`src/rtl/seq_divide_pkg.sv`:
```
// Shared types for the sequential divider: FSM state encoding and default operand width.
package seq_divide_pkg;

    localparam int DIV_W = 4;

    typedef enum logic [1:0] {
        IDLE = 2'd0,
        RUN  = 2'd1,
        DONE = 2'd2
    } state_t;

endpackage

```
`src/rtl/seq_divide_step.sv`:
```
// Combinational compare-and-subtract used by every divider iteration.
module seq_divide_step
    import seq_divide_pkg::*;
#(
    parameter int WIDTH = DIV_W
) (
    input  logic [WIDTH-1:0] rem_i,
    input  logic [WIDTH-1:0] div_i,
    output logic             ge_o,
    output logic [WIDTH-1:0] diff_o
);

    assign ge_o   = (rem_i >= div_i);
    assign diff_o = rem_i - div_i;

endmodule

```
`src/rtl/seq_divide.sv`:
```
// Sequential unsigned divider with a four-phase start/ack handshake.
// SEQ_DIVIDE_SHIFT_EN selects restoring shift-subtract (W+1 cycle latency) over repeated subtraction.
module seq_divide
    import seq_divide_pkg::*;
#(
    parameter int W = DIV_W
) (
    input  logic         Clk,
    input  logic         Rst,
    input  logic         start,
    input  logic [W-1:0] a,
    input  logic [W-1:0] b,
    output logic [W-1:0] quotient,
    output logic [W-1:0] remainder,
    output logic         div0,
    output logic         ack
);

    state_t       state_q;
    logic [W-1:0] y_q;
    logic [W-1:0] quotient_q;
    logic [W-1:0] remainder_q;
    logic         div0_q;
    logic         ack_q;
    logic         primed_q;
    logic         y_zero_q;

`ifdef SEQ_DIVIDE_SHIFT_EN
    localparam int            CW       = (W > 1) ? $clog2(W) : 1;
    localparam logic [CW-1:0] CNT_LAST = CW'(W - 1);

    logic [W-1:0]  x_q;
    logic [CW-1:0] cnt_q;
    logic [W:0]    partial;
    logic [W:0]    step_diff;
    logic [W:0]    rem_next;
    logic          step_ge;
    logic          unused_rem_msb;

    // Partial remainder is always below the divisor, so the shifted value fits in W+1 bits.
    assign partial = {remainder_q, x_q[cnt_q]};

    seq_divide_step #(.WIDTH(W + 1)) u_step (
        .rem_i  (partial),
        .div_i  ({1'b0, y_q}),
        .ge_o   (step_ge),
        .diff_o (step_diff)
    );

    assign rem_next       = step_ge ? step_diff : partial;
    assign unused_rem_msb = rem_next[W];
`else
    logic [W-1:0] step_diff;
    logic         step_ge;

    seq_divide_step #(.WIDTH(W)) u_step (
        .rem_i  (remainder_q),
        .div_i  (y_q),
        .ge_o   (step_ge),
        .diff_o (step_diff)
    );
`endif

    always_ff @(posedge Clk) begin
        if (Rst) begin
            state_q     <= IDLE;
            y_q         <= '0;
            quotient_q  <= '0;
            remainder_q <= '0;
            div0_q      <= 1'b0;
            ack_q       <= 1'b0;
            primed_q    <= 1'b0;
            y_zero_q    <= 1'b0;
`ifdef SEQ_DIVIDE_SHIFT_EN
            x_q         <= '0;
            cnt_q       <= '0;
`endif
        end else begin
            case (state_q)
                IDLE: begin
                    ack_q <= 1'b0;
                    if (start) begin
                        y_q         <= b;
                        quotient_q  <= '0;
                        remainder_q <= a;
                        div0_q      <= 1'b0;
                        primed_q    <= 1'b0;
                        state_q     <= RUN;
`ifdef SEQ_DIVIDE_SHIFT_EN
                        x_q         <= a;
`endif
                    end
                end
                RUN: begin
                    // First RUN cycle only registers the zero-divisor flag, keeping it off the capture path.
                    if (!primed_q) begin
                        primed_q <= 1'b1;
                        y_zero_q <= (y_q == '0);
`ifdef SEQ_DIVIDE_SHIFT_EN
                        cnt_q    <= CNT_LAST;
                        if (y_q != '0) begin
                            remainder_q <= '0;
                        end
`endif
                    end else if (y_zero_q) begin
                        div0_q     <= 1'b1;
                        quotient_q <= '1;
                        ack_q      <= 1'b1;
                        state_q    <= DONE;
                    end else begin
`ifdef SEQ_DIVIDE_SHIFT_EN
                        remainder_q        <= rem_next[W-1:0];
                        quotient_q[cnt_q]  <= step_ge;
                        cnt_q              <= cnt_q - 1'b1;
                        if (cnt_q == '0) begin
                            ack_q   <= 1'b1;
                            state_q <= DONE;
                        end
`else
                        if (step_ge) begin
                            remainder_q <= step_diff;
                            quotient_q  <= quotient_q + 1'b1;
                        end else begin
                            ack_q   <= 1'b1;
                            state_q <= DONE;
                        end
`endif
                    end
                end
                DONE: begin
                    if (!start) begin
                        ack_q   <= 1'b0;
                        state_q <= IDLE;
                    end
                end
                default: begin
                    state_q <= IDLE;
                end
            endcase
        end
    end

    assign quotient  = quotient_q;
    assign remainder = remainder_q;
    assign div0      = div0_q;
    assign ack       = ack_q;

endmodule

```
`config.mk`:
```
export PLATFORM = sky130hd
export DESIGN_NAME = seq_divide
export DESIGN_NICKNAME = d
export VERILOG_FILES = /design/src/rtl/seq_divide_pkg.sv /design/src/rtl/seq_divide_step.sv /design/src/rtl/seq_divide.sv
export SDC_FILE = /design/constraint.sdc
export NUM_CORES = 1
export LEC_CHECK = 0
export ABC_AREA = 1
export CAP_MARGIN = 20
export CORE_ASPECT_RATIO = 0.9
export CORE_MARGIN = 2
export CORE_UTILIZATION = 51
export DETAILED_ROUTE_END_ITERATION = 7
export HOLD_SLACK_MARGIN = 0.02
export PLACE_DENSITY = 0.8
export SLEW_MARGIN = 20
export SYNTH_ARGS = -nofsm -noshare
export SYNTH_HDL_FRONTEND = slang
export SYNTH_SLANG_ARGS = --single-unit
```
`constraint.sdc`:
```
create_clock -name Clk -period 4.8 [get_ports Clk]
set_input_delay 0.96 -clock Clk [delete_from_list [all_inputs] [get_ports Clk]]
set_output_delay 0.96 -clock Clk [all_outputs]
set_load 0.005 [all_outputs]
```
==> impl_metrics.yaml, run 1 <==
run_status:
  status: "finished clean"
final_layout:
  drive_gt1_share_pct: 9.36
  final_common_cell: "nand2_1"
  final_cell_mix: "41 x nand2_1, 20 x clkdlybuf4s50_1, 19 x a21oi_1, 18 x inv_1, 18 x dfxtp_1"
  postLayoutCellArea_um2: 1270
  final_cells: 196
  final.fill_count: 167
  syn2layout_area_growth_pct: 24.9
  diodes: 0
  nets: 189
routing:
  wl_met1_um: 1030
  dr.pass1.iters: 4
  ant_nets: 0
  via_per_inst: 5.09
  routed_wl_um: 2150
  wl_per_cell_um: 10.9
  vias: 997
  routed.top_layer: "met4"
  drtIter0Drc: 28
  dr_wl_met2_um: 996
  met3_length_um: 103
  drcViolationCount: 0
critical_path:
  critPathSlowestCell: "clkdlybuf4s50_1"
  critical_path.top_delay_family: "buffers and inverters"
  critPathKind: "reg -> out"
  arrival_ns: 1.27
  ff2ff_setup_slack_ns: 2.88
  cp.required_ns: 3.84
  reg2reg_from: "remainder[0]$_SDFFE_PP0P_"
  critPathBufInv: 1
  cpPeakStageDelay_ns: 0.53
  crit_end: "quotient[0]"
  worstPathMaxFanout: 6
  worstPathCellList: "clkdlybuf4s50_1"
  regToRegEndpoint: "quotient[1]$_SDFFE_PP0P_"
  start_kind: "register"
  critPathLaunch: "quotient[0]$_SDFFE_PP0P_"
  r2r_cells: 11
  cp.depth: 1
  end_kind: "primary output"
pwr:
  pwr_density_cell_nw_per_um2: 367
  p_leak_uw: 0.000572
  vdd_drop_max_uv: 215
timing:
  drv_slew: 0
  holdWs_ns: 0.474
  setup_ws_ns: 2.57
  tightest_slew_ns: 0.480
  fin_skew_ns: 0.00473
  relSlewSlack_pct: 67.9
  hold_viol: 0
  setup_viol: 0
  clock.fmax_mhz: 449
  period_share_pct: 46.4
  rsz0062_at_grt: "false"
  fin_setup_tns_ns: 0
  period_minus_slack_ns: 2.23
synth:
  yosys_warnings: 0
  ys_types: 22
  yosys.area.top_type_share_pct: 35.4
  ys_ff_latch: 18
  synth_area_leaders: "dfxtp_1 35%, nand2_1 15%, a21oi_1 9.3%"
  seq_area_frac_synth_pct: 35.4
  synth_top_cell_by_area: "dfxtp_1"
  synthCells: 150
  synthesis.area_um2: 1020
  avgSynthCellArea_um2: 6.79
  synth.net_count: 167
floorplan:
  fp.dieArea_um2: 2370
  die_w_um: 51.1
  row_count: 15
  core-area_um2: 1900
  start_util_pct: 53.7
  fp.dieH_um: 46.4
  io_pins: 21
placed_design:
  port_buffers: 20
  placed_cell_area_um2: 1240
  dp_hpwl_um: 1610
  dp_slack_ns: 2.56
  routabilityCongestion: 0.840
  dp.cells: 192
clocking:
  cts_resized: 0
  post_cts.repair.setup_buffers: 0
  clockBufferDepth: 2
  cts_sinks: 18
  root_buffer: "clkbuf_4"
  htreeDepth: 1
  clk_latency_ns: 0.30
  path_clk_slew_ns: 0.10
  hold_buffers: 0
  cts_buffers: 3
  cts_tree: "built"
global_routing:
  grt_pass1_wl_um: 3590
  grt.total_usage_pct: 20.7
  antenna_found_initial: 0
  grt_max_degree: 16
  grt_overflow: 0
  first_global_vias: 865
flow_run:
  maxCapViolations: 0
worst_hold_path:
  hold_path_class: "reg -> reg"
area by class of cell:
cell class              count  area [um^2]  area share, %
repair buffers             20          200           15.7
well taps                  25         31.3           2.46
inverters                  20         75.1           5.90
flip-flops and latches     18          360           28.3
multi-input cells         109          569           44.7
clock buffers               4         36.3           2.85
power breakdown:
group / leakage, uW / total, uW / internal (uW) / switching [uW]
Combinational: 0.000404 / 186 / 76.7 / 109
Clock: 0.0000210 / 96.8 / 46.3 / 50.5
Sequential: 0.000147 / 185 / 168 / 17.3
Total: 0.000572 / 467 / 291 / 177
worst min path at each step:
stage / start / end / slack [ns] / cells after the start
after floorplan: y_q[0]$_SDFFE_PP0P_ / y_q[0]$_SDFFE_PP0P_ / 0.44 / 2
after global placement: ack$_SDFFE_PP0P_ / ack$_SDFFE_PP0P_ / 0.45 / 2
after detailed placement: ack$_SDFFE_PP0P_ / ack$_SDFFE_PP0P_ / 0.46 / 2
after CTS: div0$_SDFFE_PP0P_ / div0$_SDFFE_PP0P_ / 0.48 / 2
after global routing: ack$_SDFFE_PP0P_ / ack$_SDFFE_PP0P_ / 0.50 / 2
final: div0$_SDFFE_PP0P_ / div0$_SDFFE_PP0P_ / 0.47 / 2
per-stage QoR:
stage	utilization [%]	total power, uW
6_report	67.1	467
5_1_grt	67.1	506
4_1_cts	67.1	469
3_5_place_dp	65.2	373
3_3_place_gp	65.2	368
2_1_floorplan	-	319
synthesized netlist by cell type, drive strengths merged:
cell	count
inv	20
xnor2	1
clkbuf	1
fa	1
nor2	12
dfxtp	18
nand2	46
o21ai	10
nor3	1
nand4	2
a21oi	19
ha	5
xor2	1
nand3b	1
buf	2
nand3	10
per-layer routing:
metal	vias up	global-route usage (%)
met5	-	0
met4	0	8.65
met3	2	4.87
met2	29	33.8
met1	443	26.4
li1	523	-
flip-flops by register name, summed over array words and instances (netlist names):
signal,flops
state_q,2
y_q,4
div0,1
ack,1
quotient,4
remainder,4
primed_q,1
y_zero_q,1
kinds of logic (layout without fill, tap and decap cells):
family	after synthesis	count (layout)	synth area share, %
and+or+nand+nor	72	72	31.4
AOI/OAI and AO/OA	29	29	14.6
buffers and inverters	23	44	8.72
DFF	18	18	35.4
adders and majority gates	6	6	8.11
xor gates and xnor gates	2	2	1.72
(Power assumes the default switching activity.)
==> run 2: changes to the inputs <==
CORE_UTILIZATION = 45   (was 51)
PLACE_DENSITY = 0.74   (was 0.8)
clock period = 1.86 ns   (was 4.8 ns; I/O delays follow)
==> run 2 against run 1 <==
Compared with the run above:
- clock skew hardly changed
- critical path depth up 10
- largest cell class unchanged
- critical path type is now reg -> reg
- worst hold slack lost 0.0072 ns
- largest power group unchanged
==> impl_metrics.yaml, run 2 (same netlist as run 1, synthesis figures left out) <==
timing:
  hold_viol: 0
  setup_viol: 0
  relSlewSlack_pct: 81.4
  fin_skew_ns: 0.00451
  period_share_pct: 93.7
  tightest_slew_ns: 0.277
  drv_slew: 0
  clock.fmax_mhz: 574
  period_minus_slack_ns: 1.74
placed_design:
  dp.cells: 195
  routabilityCongestion: 0.803
  dp_hpwl_um: 1800
  port_buffers: 20
  placed_cell_area_um2: 1250
pwr:
  p_int_uw: 769
  seq_power_share_pct: 38.2
  vdd_drop_max_uv: 644
  p_leak_uw: 0.000580
  p_comb_share_pct: 42.3
  switching_share_pct: 39.4
  pwr-share-clk_pct: 19.5
  p_switching_uw: 499
  pwr_density_cell_nw_per_um2: 964
  total_power_uw: 1270
routing:
  drcViolationCount: 0
  drtIter0Drc: 21
  routed_wl_um: 2370
  vias: 1006
  ant_nets: 0
  via_per_inst: 5.06
  dr.pass1.iters: 4
  wl_per_cell_um: 11.9
clocking:
  root_buffer: "clkbuf_4"
  cts_tree: "built"
  clockBufferDepth: 2
  clk_latency_ns: 0.30
  hold_buffers: 0
  cts_buffers: 3
  cts_sinks: 18
  htreeDepth: 1
  path_clk_slew_ns: 0.11
final_layout:
  postLayoutCellArea_um2: 1320
  final.fill_count: 221
  final_cells: 199
  nets: 190
  syn2layout_area_growth_pct: 29.1
  final_cell_mix: "39 x nand2_1, 20 x clkdlybuf4s50_1, 18 x inv_1, 18 x a21oi_1, 17 x dfxtp_1"
  diodes: 0
  drive_gt1_share_pct: 12.8
  final_common_cell: "nand2_1"
critical_path:
  regToRegEndpoint: "quotient[0]$_SDFFE_PP0P_"
  critPathLaunch: "remainder[0]$_SDFFE_PP0P_"
  worstPathMaxFanout: 4
  r2r_cells: 11
  critPathKind: "reg -> reg"
  end_kind: "register"
  cp.required_ns: 2.11
  crit_end: "quotient[0]$_SDFFE_PP0P_"
  arrival_ns: 1.99
  start_kind: "register"
  cpPeakStageDelay_ns: 0.35
  reg2reg_from: "remainder[0]$_SDFFE_PP0P_"
  crit_top_cell: "inv_1"
  ff2ff_setup_slack_ns: 0.12
  worstPathCellList: "inv_1 > ha_1 > inv_1 > fa_2 > inv_1 > nand2_1 > nand2_2 > nand2_4 > o21ai_4 > nand2_1 > a21oi_2"
  critPathSlowestCell: "dfxtp_2"
flow_run:
  maxCapViolations: 0
floorplan:
  fp.dieH_um: 49.1
  io_pins: 21
  core-area_um2: 2160
  fp.dieArea_um2: 2660
  row_count: 16
  die_w_um: 54.1
  start_util_pct: 47.1
global_routing:
  grt_pass1_wl_um: 3870
  first_global_vias: 921
  grt.total_usage_pct: 19.1
  grt_overflow: 0
  antenna_found_initial: 0
  grt_max_degree: 16
worst_hold_path:
  hp-start: "div0$_SDFFE_PP0P_"
  hold_path_class: "reg -> reg"
run_status:
  status: "finished clean"
run 2: layout make-up:
cell class / instances / area [um^2] / area share, %
Inverter: 20 / 75.1 / 5.71
Clock buffer: 4 / 36.3 / 2.76
Multi-Input combinational cell: 109 / 601 / 45.7
Sequential cell: 18 / 362 / 27.5
Tap cell: 27 / 33.8 / 2.57
Timing Repair Buffer: 21 / 208 / 15.8
run 2: worst max-delay path: cells and delay by family, from the launching register on:
| family | cells | cell delay, ns |
|---|---|---|
| buffers and inverters | 3 | 0.18 |
| and+or+nand+nor | 4 | 0.30 |
| adders and majority gates | 2 | 0.51 |
| DFF | 1 | 0.35 |
| AOI/OAI and AO/OA | 2 | 0.34 |
run 2: worst min path at each step:
stage	endpoint	slack, ns	depth (start not counted)
2_1_floorplan	quotient[0]$_SDFFE_PP0P_	0.44	1
3_3_place_gp	div0$_SDFFE_PP0P_	0.45	2
3_5_place_dp	div0$_SDFFE_PP0P_	0.46	2
4_1_cts	div0$_SDFFE_PP0P_	0.47	2
5_1_grt	ack$_SDFFE_PP0P_	0.49	2
6_report	div0$_SDFFE_PP0P_	0.47	2
run 2: power groups by stage:
stage	registers, uW	clock network, uW	logic, uW
floorplan	480	0	343
global placement	488	0	471
detailed placement	491	0	486
CTS	483	252	488
global route	493	266	601
finish	484	247	536
run 2: metal layers:
layer  track usage [%]  vias up  wire length [um]
met5                 0        -                 0
met4              4.17        0                25
met3              5.83        5               123
met2              30.3       23              1120
met1              25.1      455              1100
li1                  -      523                 -
run 2: what timing repair did:
item	in CTS	in global routing
endpoints found under the hold margin	0	0
gates resized for setup	0	8
endpoints found under the setup margin	0	9
setup buffers	0	0
run 2: per-stage QoR:
step	TNS, ns	setup WS (ns)	util [%]	hold slack (ns)
after floorplan	0	0.257	-	0.441
after detailed placement	0	0.0665	57.6	0.456
final	0	0.118	60.8	0.467
after CTS	0	0.0353	59.3	0.471
after global routing	-0.0223	-0.0136	60.8	0.494
after global placement	0	0.125	57.6	0.451
==> run 3: changes to the inputs <==
CAP_MARGIN = 10   (was 20)
==> results of run 3 <==
The final DEF is identical to that of run 2; final timing and power are the same.
